--- src/rtl/sdram_arb_pkg.sv ---
// -----------------------------------------------------------------------------
// sdram_arb_pkg
//   Shared types and constants for the SDRAM command-port arbiter.
//   - arb_state_e  : arbiter FSM states (IDLE -> ISSUE -> RELEASE -> IDLE)
//   - SDRAM_ADDR_W : SDRAM word address width
//   - SDRAM_DATA_W : SDRAM data width
// -----------------------------------------------------------------------------
package sdram_arb_pkg;

  localparam int SDRAM_ADDR_W = 23;
  localparam int SDRAM_DATA_W = 32;

  typedef enum logic [1:0] {
    IDLE    = 2'd0,
    ISSUE   = 2'd1,
    RELEASE = 2'd2
  } arb_state_e;

endpackage : sdram_arb_pkg

--- src/rtl/sdram_arbiter_rr_picker.sv ---
// -----------------------------------------------------------------------------
// rr_picker
//   Combinational round-robin selector. Finds the first set bit of `active`
//   at or after `rr_ptr`, wrapping modulo NUM_REQ.
//   Ports:
//     active  in  NUM_REQ  per-requester active flags
//     rr_ptr  in  ID_W     index with the highest priority this round
//     found   out 1        at least one requester is active
//     idx     out ID_W     selected requester (0 when none found)
// -----------------------------------------------------------------------------
module rr_picker
  import sdram_arb_pkg::*;
#(
  parameter int NUM_REQ = 3,
  parameter int ID_W    = (NUM_REQ > 1) ? $clog2(NUM_REQ) : 1
) (
  input  logic [NUM_REQ-1:0] active,
  input  logic [ID_W-1:0]    rr_ptr,
  output logic               found,
  output logic [ID_W-1:0]    idx
);

  // Scan in rotated order; the first hit latches idx and blocks later hits.
  always_comb begin
    logic [ID_W-1:0] cand;
    logic            hit;
    found = 1'b0;
    idx   = '0;
    cand  = '0;
    hit   = 1'b0;
    for (int k = 0; k < NUM_REQ; k++) begin
      cand  = ID_W'((int'(rr_ptr) + k) % NUM_REQ);
      hit   = active[cand] & ~found;
      idx   = hit ? cand : idx;
      found = found | active[cand];
    end
  end

endmodule : rr_picker

--- src/rtl/sdram_arbiter.sv ---
// -----------------------------------------------------------------------------
// sdram_arbiter
//   Shares one SDRAM command port between NUM_REQ audio cores with round-robin
//   grant and a single transaction in flight. The winning command is latched at
//   grant; the SDRAM completion pulse is routed back to the owner only.
//   Optional watchdog: define SDRAM_ARB_TIMEOUT_EN to abort a transaction whose
//   completion does not arrive within TIMEOUT_CYC cycles.
//   Ports:
//     i_clk, i_rst_n        clock, asynchronous active-low reset
//     req_read/req_write    per-requester command requests (held until finished)
//     req_addr/req_writedata per-requester address and write data
//     req_readdata          SDRAM read data, nonzero only in the finished cycle
//     req_finished          one-hot completion pulse to the owner
//     sdram_read/sdram_write/sdram_addr/sdram_writedata  latched command
//     sdram_readdata/sdram_finished  SDRAM response
//     grant_valid/grant_id  transaction in flight / current or last owner
//     arb_timeout           1-cycle watchdog abort pulse (0 without the macro)
// -----------------------------------------------------------------------------
module sdram_arbiter
  import sdram_arb_pkg::*;
#(
  parameter int NUM_REQ     = 3,
  parameter int ADDR_W      = SDRAM_ADDR_W,
  parameter int DATA_W      = SDRAM_DATA_W,
  parameter int TIMEOUT_CYC = 1024,
  localparam int ID_W       = (NUM_REQ > 1) ? $clog2(NUM_REQ) : 1
) (
  input  logic                           i_clk,
  input  logic                           i_rst_n,
  input  logic [NUM_REQ-1:0]             req_read,
  input  logic [NUM_REQ-1:0]             req_write,
  input  logic [NUM_REQ-1:0][ADDR_W-1:0] req_addr,
  input  logic [NUM_REQ-1:0][DATA_W-1:0] req_writedata,
  output logic [DATA_W-1:0]              req_readdata,
  output logic [NUM_REQ-1:0]             req_finished,
  output logic                           sdram_read,
  output logic                           sdram_write,
  output logic [ADDR_W-1:0]              sdram_addr,
  output logic [DATA_W-1:0]              sdram_writedata,
  input  logic [DATA_W-1:0]              sdram_readdata,
  input  logic                           sdram_finished,
  output logic                           grant_valid,
  output logic [ID_W-1:0]                grant_id,
  output logic                           arb_timeout
);

  // The watchdog counter needs at least one cycle of headroom.
  if (TIMEOUT_CYC < 2) begin : g_timeout_check
    $error("sdram_arbiter: TIMEOUT_CYC must be at least 2");
  end

  arb_state_e        state_q, state_d;
  logic              sdram_read_q, sdram_read_d;
  logic              sdram_write_q, sdram_write_d;
  logic [ADDR_W-1:0] sdram_addr_q, sdram_addr_d;
  logic [DATA_W-1:0] sdram_writedata_q, sdram_writedata_d;
  logic              grant_valid_q, grant_valid_d;
  logic [ID_W-1:0]   grant_id_q, grant_id_d;
  logic [ID_W-1:0]   rr_ptr_q, rr_ptr_d;
  logic [ID_W-1:0]   rr_next_s;
  logic              pick_found_s;
  logic [ID_W-1:0]   pick_idx_s;
  logic              done_s;

`ifdef SDRAM_ARB_TIMEOUT_EN
  localparam int TO_W = $clog2(TIMEOUT_CYC);
  logic [TO_W-1:0]   to_cnt_q, to_cnt_d;
  logic              arb_timeout_q, arb_timeout_d;
  logic              expired_s;
`endif

  rr_picker #(
    .NUM_REQ (NUM_REQ),
    .ID_W    (ID_W)
  ) u_rr_picker (
    .active (req_read | req_write),
    .rr_ptr (rr_ptr_q),
    .found  (pick_found_s),
    .idx    (pick_idx_s)
  );

  assign done_s    = (state_q == ISSUE) && sdram_finished;
  assign rr_next_s = (grant_id_q == ID_W'(NUM_REQ - 1)) ? '0 : grant_id_q + ID_W'(1);

`ifdef SDRAM_ARB_TIMEOUT_EN
  assign expired_s = (state_q == ISSUE) && !sdram_finished &&
                     (to_cnt_q == TO_W'(TIMEOUT_CYC - 1));
`endif

  // Next-state and command-latch logic for the grant FSM.
  always_comb begin
    state_d           = state_q;
    sdram_read_d      = sdram_read_q;
    sdram_write_d     = sdram_write_q;
    sdram_addr_d      = sdram_addr_q;
    sdram_writedata_d = sdram_writedata_q;
    grant_valid_d     = grant_valid_q;
    grant_id_d        = grant_id_q;
    rr_ptr_d          = rr_ptr_q;
`ifdef SDRAM_ARB_TIMEOUT_EN
    arb_timeout_d     = 1'b0;
`endif
    case (state_q)
      IDLE: begin
        if (pick_found_s) begin
          state_d           = ISSUE;
          grant_id_d        = pick_idx_s;
          grant_valid_d     = 1'b1;
          // Write wins when a requester raises both read and write.
          sdram_write_d     = req_write[pick_idx_s];
          sdram_read_d      = ~req_write[pick_idx_s];
          sdram_addr_d      = req_addr[pick_idx_s];
          sdram_writedata_d = req_writedata[pick_idx_s];
        end else begin
          state_d = IDLE;
        end
      end
      ISSUE: begin
        if (done_s) begin
          state_d       = RELEASE;
          sdram_read_d  = 1'b0;
          sdram_write_d = 1'b0;
          grant_valid_d = 1'b0;
          rr_ptr_d      = rr_next_s;
`ifdef SDRAM_ARB_TIMEOUT_EN
        end else if (expired_s) begin
          state_d       = RELEASE;
          sdram_read_d  = 1'b0;
          sdram_write_d = 1'b0;
          grant_valid_d = 1'b0;
          rr_ptr_d      = rr_next_s;
          arb_timeout_d = 1'b1;
`endif
        end else begin
          state_d = ISSUE;
        end
      end
      RELEASE: begin
        state_d = IDLE;
      end
      default: begin
        state_d       = IDLE;
        sdram_read_d  = 1'b0;
        sdram_write_d = 1'b0;
        grant_valid_d = 1'b0;
      end
    endcase
  end

`ifdef SDRAM_ARB_TIMEOUT_EN
  // Watchdog counts cycles spent in ISSUE and restarts on every new grant.
  always_comb begin
    if ((state_q == ISSUE) && (state_d == ISSUE)) begin
      to_cnt_d = to_cnt_q + TO_W'(1);
    end else begin
      to_cnt_d = '0;
    end
  end
`endif

  // State and registered outputs; reset drops any command immediately.
  always_ff @(posedge i_clk or negedge i_rst_n) begin
    if (!i_rst_n) begin
      state_q           <= IDLE;
      sdram_read_q      <= 1'b0;
      sdram_write_q     <= 1'b0;
      sdram_addr_q      <= '0;
      sdram_writedata_q <= '0;
      grant_valid_q     <= 1'b0;
      grant_id_q        <= '0;
      rr_ptr_q          <= '0;
`ifdef SDRAM_ARB_TIMEOUT_EN
      to_cnt_q          <= '0;
      arb_timeout_q     <= 1'b0;
`endif
    end else begin
      state_q           <= state_d;
      sdram_read_q      <= sdram_read_d;
      sdram_write_q     <= sdram_write_d;
      sdram_addr_q      <= sdram_addr_d;
      sdram_writedata_q <= sdram_writedata_d;
      grant_valid_q     <= grant_valid_d;
      grant_id_q        <= grant_id_d;
      rr_ptr_q          <= rr_ptr_d;
`ifdef SDRAM_ARB_TIMEOUT_EN
      to_cnt_q          <= to_cnt_d;
      arb_timeout_q     <= arb_timeout_d;
`endif
    end
  end

  // Completion routing is combinational so the owner sees it in the same cycle.
  always_comb begin
    if (done_s) begin
      req_finished = NUM_REQ'(1'b1) << grant_id_q;
      req_readdata = sdram_readdata;
    end else begin
      req_finished = '0;
      req_readdata = '0;
    end
  end

  assign sdram_read      = sdram_read_q;
  assign sdram_write     = sdram_write_q;
  assign sdram_addr      = sdram_addr_q;
  assign sdram_writedata = sdram_writedata_q;
  assign grant_valid     = grant_valid_q;
  assign grant_id        = grant_id_q;
`ifdef SDRAM_ARB_TIMEOUT_EN
  assign arb_timeout     = arb_timeout_q;
`else
  assign arb_timeout     = 1'b0;
`endif

endmodule : sdram_arbiter

--- config.mk ---
export PLATFORM = sky130hd
export DESIGN_NAME = sdram_arbiter
export DESIGN_NICKNAME = d
export VERILOG_FILES = /design/src/rtl/sdram_arb_pkg.sv /design/src/rtl/sdram_arbiter_rr_picker.sv /design/src/rtl/sdram_arbiter.sv
export SDC_FILE = /design/constraint.sdc
export NUM_CORES = 1
export LEC_CHECK = 0
export CAP_MARGIN = 5
export CORE_AREA = 2 2 117 119
export CTS_CLUSTER_DIAMETER = 60
export DETAILED_ROUTE_END_ITERATION = 12
export DIE_AREA = 0 0 119 121
export GPL_TIMING_DRIVEN = 0
export PLACE_DENSITY = 0.72
export SLEW_MARGIN = 20
export SYNTH_ARGS = -nofsm -noshare
export SYNTH_HDL_FRONTEND = slang
export SYNTH_HIERARCHICAL = 1
export SYNTH_SLANG_ARGS = --single-unit
export TNS_END_PERCENT = 20
--- constraint.sdc ---
create_clock -name i_clk -period 4.2 [get_ports i_clk]
set_clock_uncertainty 0.15 [all_clocks]
set_input_delay 0.84 -clock i_clk [delete_from_list [all_inputs] [get_ports i_clk]]
set_output_delay 0.84 -clock i_clk [all_outputs]
set_load 0.05 [all_outputs]
# Yosys cells after proc, flatten, opt, wreduce, memory -nomap -nowiden

Index checks and enable logic that the tools add are counted.

$add $sub $neg: 3
Divide/modulo/power cells: 3
Magnitude comparators: 4
Eq/ne operators: 5
Shifts and indexed selects: 1
Muxes and demuxes: 28
Bitwise logic cells: 9
Reduce and logical (&&, ||, !) cells: 5

Operator list:

| kind                  | count |
|---|---|
| $bmux 32 s2           | 1 |
| $mod 32x3->32 const B | 2 |
| $mux 32               | 2 |
| $bmux 23 s2           | 1 |
| $mod 3x3->32 const B  | 1 |
| $mux 23               | 1 |
| $lt 2x3->1 const B    | 4 |
| $mux 2                | 5 |
| $mux 1                | 9 |
| $pmux 1 s3            | 3 |
| $bmux 1 s2            | 4 |
| $eq 2x2->1 const B    | 2 |
| $ne 2x2->1 const B    | 2 |
| $not 1->1             | 4 |
| $pmux 2 s2            | 1 |
| $reduce_and 2->1      | 2 |
| $add 2x1->3 const B   | 1 |
| $add 2x2->3 const B   | 1 |
| $mux 3                | 1 |
| $or 3x3->3            | 1 |
| $reduce_and 3->1      | 1 |
| $shl 1x2->3 const A   | 1 |
| $add 2x1->2 const B   | 1 |
| $and 1x1->1           | 2 |
| other kinds (4)       | 5 |

Bits in registers: 64
Bits of input ports: 206
Word-level logic and storage cells: 66

# Logic depth before layout (Yosys ltp)

Word-level depth: 13
Gate-level depth with buffers: 13

# By module

The synthesis kept the hierarchy.

By module, submodules not included:

| module        | instances | cells each | area an instance (µm²) | seq. area each (µm²) |
|---|---|---|---|---|
| sdram_arbiter | 1         | 385        | 3756.1                 | 1601.5 |
| rr_picker     | 1         | 32         | 234.0                  | 0.0 |

# Worst setup path after synthesis

No wires, ideal clock.

Path kind: input -> output
Start: input sdram_finished
End: output req_finished[1]
Arrival: 2.251 ns
Required time: 3.210 ns
Slack: 0.959 ns
Stages on the path: 2
Buffers on the path: 0
Path through: nand3b_1 > nor3b_1

Word-level cells in the longest chain between the ends: 2

RTL lines:

| item              | RTL line             | source |
|---|---|---|
| from (decl)       | sdram_arbiter.sv:41  | `input logic sdram_finished,` |
| $logic_and 1x1->1 | sdram_arbiter.sv:82  | `assign done_s = (state_q == ISSUE) && sdram_finished;` |
| $mux 3            | sdram_arbiter.sv:194 | `if (done_s) begin` |
| to (decl)         | sdram_arbiter.sv:35  | `output logic [NUM_REQ-1:0] req_finished,` |

No other way between the ends.

# Final worst setup path

Start: input sdram_finished
End: output req_readdata[10]

Word-level cells in the longest chain between the ends: 2

RTL lines:

| item              | RTL line             | source |
|---|---|---|
| $logic_and 1x1->1 | sdram_arbiter.sv:82  |  |
| $mux 32           | sdram_arbiter.sv:194 |  |
| to (decl)         | sdram_arbiter.sv:34  | `output logic [DATA_W-1:0] req_readdata,` |

No other way between the ends.

==> run summary <==
Sequential cells burn 16.4% of the power. Wire segments on met2 add up to 8.40 mm in the final route. Headroom to the max-slew limit came out at 59.9%. sky130_fd_sc_hd__dfrtp_1 takes more of the synthesized area than any other cell. The tools report the insertion delay to the later sink of the worst-skew pair as 0.33 ns. Critical-path maximum fanout: 10. The run gives 10.6% as the part of the total power dissipated in the clock network.

The launching instance or port of the critical path was sdram_finished. The worst register-to-register path has a depth of 12. Of the synthesized area, sequential elements account for 40.1%. Buffers added to address setup during post-CTS repair amount to 0. The logs give 4,391 for the total vias in the final route and 0.815 for the routability congestion estimate. The flow ran to the end, and the final reports show no timing, DRC or antenna violations. The worst register-to-register path begins at rr_ptr_q[0]$_DFFE_PN0P_.

Critical path startpoint category: a primary input. The tools report the aggregate global-route resource usage as 21.6%. The mapped netlist covers 0.00399 mm2.

The number of gates resized after CTS was 0. The path category of the worst min-delay check is in -> async. Setup repair after global routing left no endpoint under its margin. Capture point of the worst path: req_readdata[10]. The run gives 160 as the initial detailed-routing violation count. For this run the aggregate overflow at the end of global routing stands at 0. The floorplan step set the die width to 119 um. The worst setup path is of the in -> out kind. After synthesis, the share of flip-flops with an asynchronous set or reset is 100%. The total of flip-flops plus latches after synthesis is 64, and the area of the core region is 0.0131 mm2. Adding up every negative setup slack in the final design gives 0 ns. The library cell used most frequently in the layout, excluding fill and tap cells, is sky130_fd_sc_hd__clkdlybuf4s50_1.

Endpoint of the most critical register-to-register path: sdram_writedata[20]$_DFFE_PN0P_. After detailed routing, the average wire length per cell comes to 17.4 um. After synthesis, the netlist uses 35 different library cells.

The total clock buffers created by CTS came out at 9. Setup slack on the worst reg-to-reg path comes out at 1.15 ns. Synthesis produced a netlist whose cell count is 417.

The initial utilization of the core area, before any placement, comes to 30.5%. The worst-case IR drop observed on VDD is 0.386 mV. Counting every net in the synthesized netlist gives 627.

The remaining routing DRC violations is 0, and the count of H-tree levels built during CTS is 3. The final core utilization is 57.7%. For this run, the top clock speed supported by timing is 245 MHz.

The worst path needs 4.08 ns of the cycle, external delays included. The area added between synthesis and finish was 89.3%; the design area was 0.00755 mm2. The synthesized design devotes to its leading area cell type 40.1% of total area. The first global-routing pass estimated 24.1 mm of wire. After detailed routing, the number of vias per cell comes to 4.83. The clock passes through at most 2 buffers. The post-route netlist has 6.95% of its cells at a drive strength greater than 1. 0 antenna diodes ended up in the layout.

TritonCTS built the clock tree. The count of hold buffers inserted by post-cts repair is 0, and the floorplan row count is 42. In the post-synthesis netlist, the biggest area contributors are sky130_fd_sc_hd__dfrtp_1 40%, sky130_fd_sc_hd__mux2i_1 15%, sky130_fd_sc_hd__a2bb2oi_1 12%.

A synthesized cell averages 9.57 um2. The final cycle utilization of the critical path was 97.1%; the power share of the combinational group was 73.0%. The register clock-pin slew on the reported worst setup and hold paths was 0.06 ns. The run gives 5.86 mm as the routed metal-1 wirelength. The top flip-flop cell by instance count after synthesis is sky130_fd_sc_hd__dfrtp_1. For this design the static power due to leakage is 3.20 nW. The run gives 39 as the pin count of the biggest net entering global routing. The number of violations of the max-capacitance limit is 0, and the number of buffer cells added on primary ports is 300. On the final layout, the worst hold slack is 0.269 ns.

For the detailed-route wire length, the log shows 15.9 mm. The floorplan step set the die height to 121 um. The number of flops mapped to enable cells by yosys works out to 0. Once routing completed, OpenROAD measured the worst setup slack at 0.124 ns.

For this design the total switching power over the nets is 3.52 mW. The max-slew violation total from the final report is 0, and the filler cell count in the final layout is 1,154. For the number of endpoints failing setup at the final stage, the log shows 0.

Once placement finished, the instance area stood at 0.00723 mm2. The hold violation total from the final report came out at 0. The worst setup slack before clock tree synthesis is 0.0940 ns.

The count of nets left with antenna violations once routing finished came out at 0. Cell chosen for the clock root: sky130_fd_sc_hd__clkbuf_16. STA puts the critical path data required time at 3.21 ns. The top cell types in the final layout, fill and taps aside, are 289 x sky130_fd_sc_hd__clkdlybuf4s50_1, 64 x sky130_fd_sc_hd__dfrtp_1, 60 x sky130_fd_sc_hd__mux2i_1, 59 x sky130_fd_sc_hd__nor2_1, 57 x sky130_fd_sc_hd__a21oi_1. The run gives 3.09 ns as the data arrival time of the critical path. The initial antenna violation count was 0; the number of sinks on the clock net was 64. 302 I/O pins were placed. Measured slew at the worst slew-check pin: 0.600 ns. The via count of the first global-routing pass is 4,641, and the internal power component is 3.52 mW. The final net count is 939. The logs give 0.0144 mm2 for the overall die area and 4 for the number of iterations in the first detailed-routing pass. The endpoint class of the critical path is a primary output.

The ratio of total power to cell area was 933 mW/mm2; the wire length on met3 was 1.21 mm. The uppermost layer routed was met4. The switching portion of total power came out at 50.0%. The Yosys step of the flow raised 6 warnings. The tools report the placed wire-length estimate as 13.1 mm.
-- sequential cells by signal, indices dropped and copies added (netlist names) --
| signal | cells |
|---|---|
| sdram_addr | 23 |
| sdram_write | 1 |
| grant_id | 2 |
| state_q | 2 |
| sdram_writedata | 32 |
| sdram_read | 1 |
| grant_valid | 1 |
| rr_ptr_q | 2 |
-- cells by family after synthesis --
family | after synthesis | share of synthesized area [%]
fa+ha+maj | 4 | 1.25
buf+inv | 43 | 6.11
simple gates | 113 | 14.5
mux | 63 | 15.9
flops | 64 | 40.1
compound gates | 129 | 22.0
other cells | 1 | 0.0940
-- layout make-up --
class                           instances  area (um2)  share of cell area, %
Multi-Input combinational cell        310        2140                   28.4
Sequential cell                        64        1600                   21.2
Buffer                                 37         221                   2.93
Timing Repair Buffer                  301        3050                   40.3
Inverter                                6        22.5                  0.298
Clock buffer                           11         243                   3.21
Tap cell                              176         220                   2.91
Clock inverter                          5        56.3                  0.745
-- metal layers --
layer / global-route usage, % / vias to the layer above
met2: 40.9 / 205
met1: 22.6 / 2043
met5: 0 / -
met4: 7.96 / 0
met3: 6.30 / 29
li1: - / 2114
-- stage by stage --
step | total power, mW | instances
after detailed placement | 6.36 | 894
after CTS | 7.13 | 910
after floorplan | 4.73 | 417
after global placement | 6.27 | 893
final | 7.05 | 910
after global routing | 7.47 | 910
-- cells in the mapped netlist, types with 3 or more instances --
cell type and instances:
sky130_fd_sc_hd__mux2_2 3, sky130_fd_sc_hd__clkbuf_1 11, sky130_fd_sc_hd__nand3b_1 4, sky130_fd_sc_hd__inv_1 6, sky130_fd_sc_hd__buf_6 5, sky130_fd_sc_hd__a21oi_1 57
sky130_fd_sc_hd__buf_2 16, sky130_fd_sc_hd__nand2_1 4, sky130_fd_sc_hd__or2_2 3, sky130_fd_sc_hd__ha_1 4, sky130_fd_sc_hd__a2bb2oi_1 55, sky130_fd_sc_hd__nor2_1 59
sky130_fd_sc_hd__mux2i_1 60, sky130_fd_sc_hd__o21ai_0 4, sky130_fd_sc_hd__buf_4 4, sky130_fd_sc_hd__dfrtp_1 64, sky130_fd_sc_hd__and2_1 32
-- worst min path at each step --
stage                            startpoint                         end  slack (ns)  depth (start not counted)
global route                        i_rst_n  sdram_addr[18]$_DFFE_PN0P_        0.30                          1
CTS                                 i_rst_n  sdram_addr[18]$_DFFE_PN0P_        0.28                          1
global placement    grant_valid$_DFFE_PN0P_     grant_valid$_DFFE_PN0P_        0.33                          2
finish                              i_rst_n  sdram_addr[18]$_DFFE_PN0P_        0.27                          1
floorplan           rr_ptr_q[1]$_DFFE_PN0P_     rr_ptr_q[1]$_DFFE_PN0P_        0.35                          1
detailed placement  grant_valid$_DFFE_PN0P_     grant_valid$_DFFE_PN0P_        0.35                          2
-- critical path: stages --
cell and delay (ns):
sky130_fd_sc_hd__clkdlybuf4s50_1 0.55, sky130_fd_sc_hd__nand3b_1 0.23, sky130_fd_sc_hd__inv_1 0.19, sky130_fd_sc_hd__clkbuf_1 0.26, sky130_fd_sc_hd__and2_1 0.17, sky130_fd_sc_hd__clkdlybuf4s50_1 0.84
-- power by group through the flow --
stage | Clock (mW) | Combinational, mW | Sequential (mW)
final | 0.749 | 5.15 | 1.15
after floorplan | 0 | 2.58 | 2.15
after CTS | 0.764 | 5.21 | 1.15
after global routing | 0.794 | 5.48 | 1.19
after global placement | 0 | 5.12 | 1.14
after detailed placement | 0 | 5.19 | 1.16
Power figures use the tool's default switching activity.
==> variant, RTL diff (same settings) <==
`NUM_REQ` is set to 3 in 2 places; all go to 2.
--- a/src/rtl/sdram_arbiter_rr_picker.sv
+++ b/src/rtl/sdram_arbiter_rr_picker.sv
@@ -11,7 +11,7 @@
 module rr_picker
   import sdram_arb_pkg::*;
 #(
-  parameter int NUM_REQ = 3,
+  parameter int NUM_REQ = 2,
   parameter int ID_W    = (NUM_REQ > 1) ? $clog2(NUM_REQ) : 1
 ) (
   input  logic [NUM_REQ-1:0] active,
--- a/src/rtl/sdram_arbiter.sv
+++ b/src/rtl/sdram_arbiter.sv
@@ -19,7 +19,7 @@
 module sdram_arbiter
   import sdram_arb_pkg::*;
 #(
-  parameter int NUM_REQ     = 3,
+  parameter int NUM_REQ     = 2,
   parameter int ADDR_W      = SDRAM_ADDR_W,
   parameter int DATA_W      = SDRAM_DATA_W,
   parameter int TIMEOUT_CYC = 1024,
Ports: changed (6 resized); port bits go from 302 to 243. No check against the original RTL was run, so the function may have changed too.
==> variant against the unedited design <==
  * Wire length down 29%
  * Fmax up 2.1%
  * Synthesized cell count down 25%
  * Area after synthesis down 22%
  * Largest power group unchanged
  * Cell area down 19%
  * Sequential power down 8%
  * Sequential cell count down 2
  * Global-route usage down 6.0 points
  * Setup slack better by 0.083 ns
  * Total power down 29%
==> variant: results (changes against the unedited design) <==
| Metric | Value |
|---|---|
| Status | `finished, final reports clean (unchanged)` |
| Largest cells by area after synthesis | `dfrtp_1 50%, mux2i_1 18%, a21oi_1 9.0% (was dfrtp_1 40%, mux2i_1 15%, a2bb2oi_1 12%)` |
| Nets | `713 (was 939)` |
| Wire per inst | `15.1 um (was 17.4 um)` |
| First-pass GRT wire length | `17400 um (was 24100 um)` |
| Worst Tran Pin Value | `0.573 ns (was 0.600 ns)` |
| Seq/Total Area, Yosys | `0.498 (was 0.401)` |
| Post-synth top cells | `62 x dfrtp_1, 59 x nor2_1, 56 x a21oi_1, 56 x mux2i_1, 33 x and2_1 (was 64 x dfrtp_1, 60 x mux2i_1, 59 x nor2_1)` |
| HPWL Detailed | `9360 um (was 13100 um)` |
| IO Port Bufs | `241 (was 300)` |
| Resize count post-CTS | `0 (unchanged)` |
| Placer congestion estimate | `0.793 (was 0.815)` |
| Layout cells sized above 1 | `0.0756 (was 0.0695)` |
| Largest net degree at the start of global routing | `33 (was 39)` |
| Adder-Cell Fraction of Synth Area | `0 (was 0.0125)` |
| Worst-Skew Late Latency | `0.32 ns` |
| Syn Nets | `460 (was 627)` |
| Max FFs per register | `32 (unchanged)` |
| Worst path slowest cell | `clkdlybuf4s50_1 (unchanged)` |
| VDD IR max | `0.000274 V (was 0.000386 V)` |
| Reg2reg setup slack | `2.33 ns (was 1.15 ns)` |
| Switching Fraction | `0.478 (was 0.500)` |
| Async S/R FF share, synth | `1.00 (unchanged)` |
| TritonCTS Buffers | `9 (unchanged)` |
| Pre-CTS setup slack | `0.147 ns (was 0.0940 ns)` |
| Routed via count | `3220 (was 4391)` |
| Post-Place Cell Area | `5760 um2 (was 7230 um2)` |
| Flop+latch power | `1060 uW (was 1150 uW)` |
| Yosys Warn Count | `6 (unchanged)` |
| Crit path DAT | `3.00 ns (was 3.09 ns)` |
| Hold WC Path Type | `in -> async (unchanged)` |
| Vias in the first global route | `3484 (was 4641)` |
| Synth Area in Compound Gates | `0.105 (was 0.220)` |
| Leakage power | `0.00255 uW (was 0.00320 uW)` |
| Largest stage delay on the critical path | `0.80 ns (was 0.84 ns)` |
| Post-route clock period utilization | `0.951 (was 0.971)` |
| All-Layer GR Usage | `0.156 (was 0.216)` |
| Comb group | `3010 uW (was 5150 uW)` |
| Yosys cell types | `27 (was 35)` |
| Multiplexer share of the synthesized area | `0.184 (was 0.159)` |
| DR iter-0 viols | `65 (was 160)` |
| CP Max Fanout | `10 (unchanged)` |
variant: cells by family (layout without fill, tap and decap cells):
logic type / after synthesis / in the layout
other: 1 / 1
and+or+nand+nor: 103 / 103
AOI/OAI and AO/OA: 62 / 62
muxes: 57 / 57
buffers and inverters: 26 / 284
DFF: 62 / 62
variant: path summary, 6_finish.rpt:
kind                           startpoint                   to  cells past startpoint
hold / removal                    i_rst_n   sdram_writedata[2]                      1
setup / recovery           sdram_finished     req_readdata[15]                      6
setup reg to reg                 rr_ptr_q  sdram_writedata[21]                      7
max in group asynchronous         i_rst_n        sdram_addr[2]                      2
min in group i_clk               rr_ptr_q             rr_ptr_q                      1
hold reg to reg                  rr_ptr_q             rr_ptr_q                      1
variant: critical path: cells and delay by family:
kind,cells,cell delay [ns]
buffers and inverters,4,1.79
AND/OR/NAND/NOR,2,0.37
variant: area by class of cell:
class / instances / area, um2
inverters: 3 / 11.3
well taps: 176 / 220
repair buffers: 242 / 2430
fillers: 1200 / 6950
plain buffers: 23 / 145
clock inverters: 7 / 145
flip-flops and latches: 62 / 1550
clock buffers: 9 / 225
multi-input cells: 223 / 1410
variant: per-stage QoR:
stage | instances | util | hold WS [ns] | total power [uW]
2_1_floorplan | 311 | - | 0.300 | 3000
3_3_place_gp | 728 | 0.439 | 0.314 | 4050
3_5_place_dp | 729 | 0.441 | 0.320 | 4120
4_1_cts | 745 | 0.469 | 0.307 | 5050
5_1_grt | 745 | 0.469 | 0.316 | 5250
6_report | 745 | 0.469 | 0.302 | 4980
variant: layer usage:
layer  vias to the layer above  GRT usage  wire length, um
met1                      1489      0.156             4170
met2                       167      0.310             6150
li1                       1556          -                -
met3                         8     0.0484              817
met4                         0     0.0402              102
met5                         -          0                0
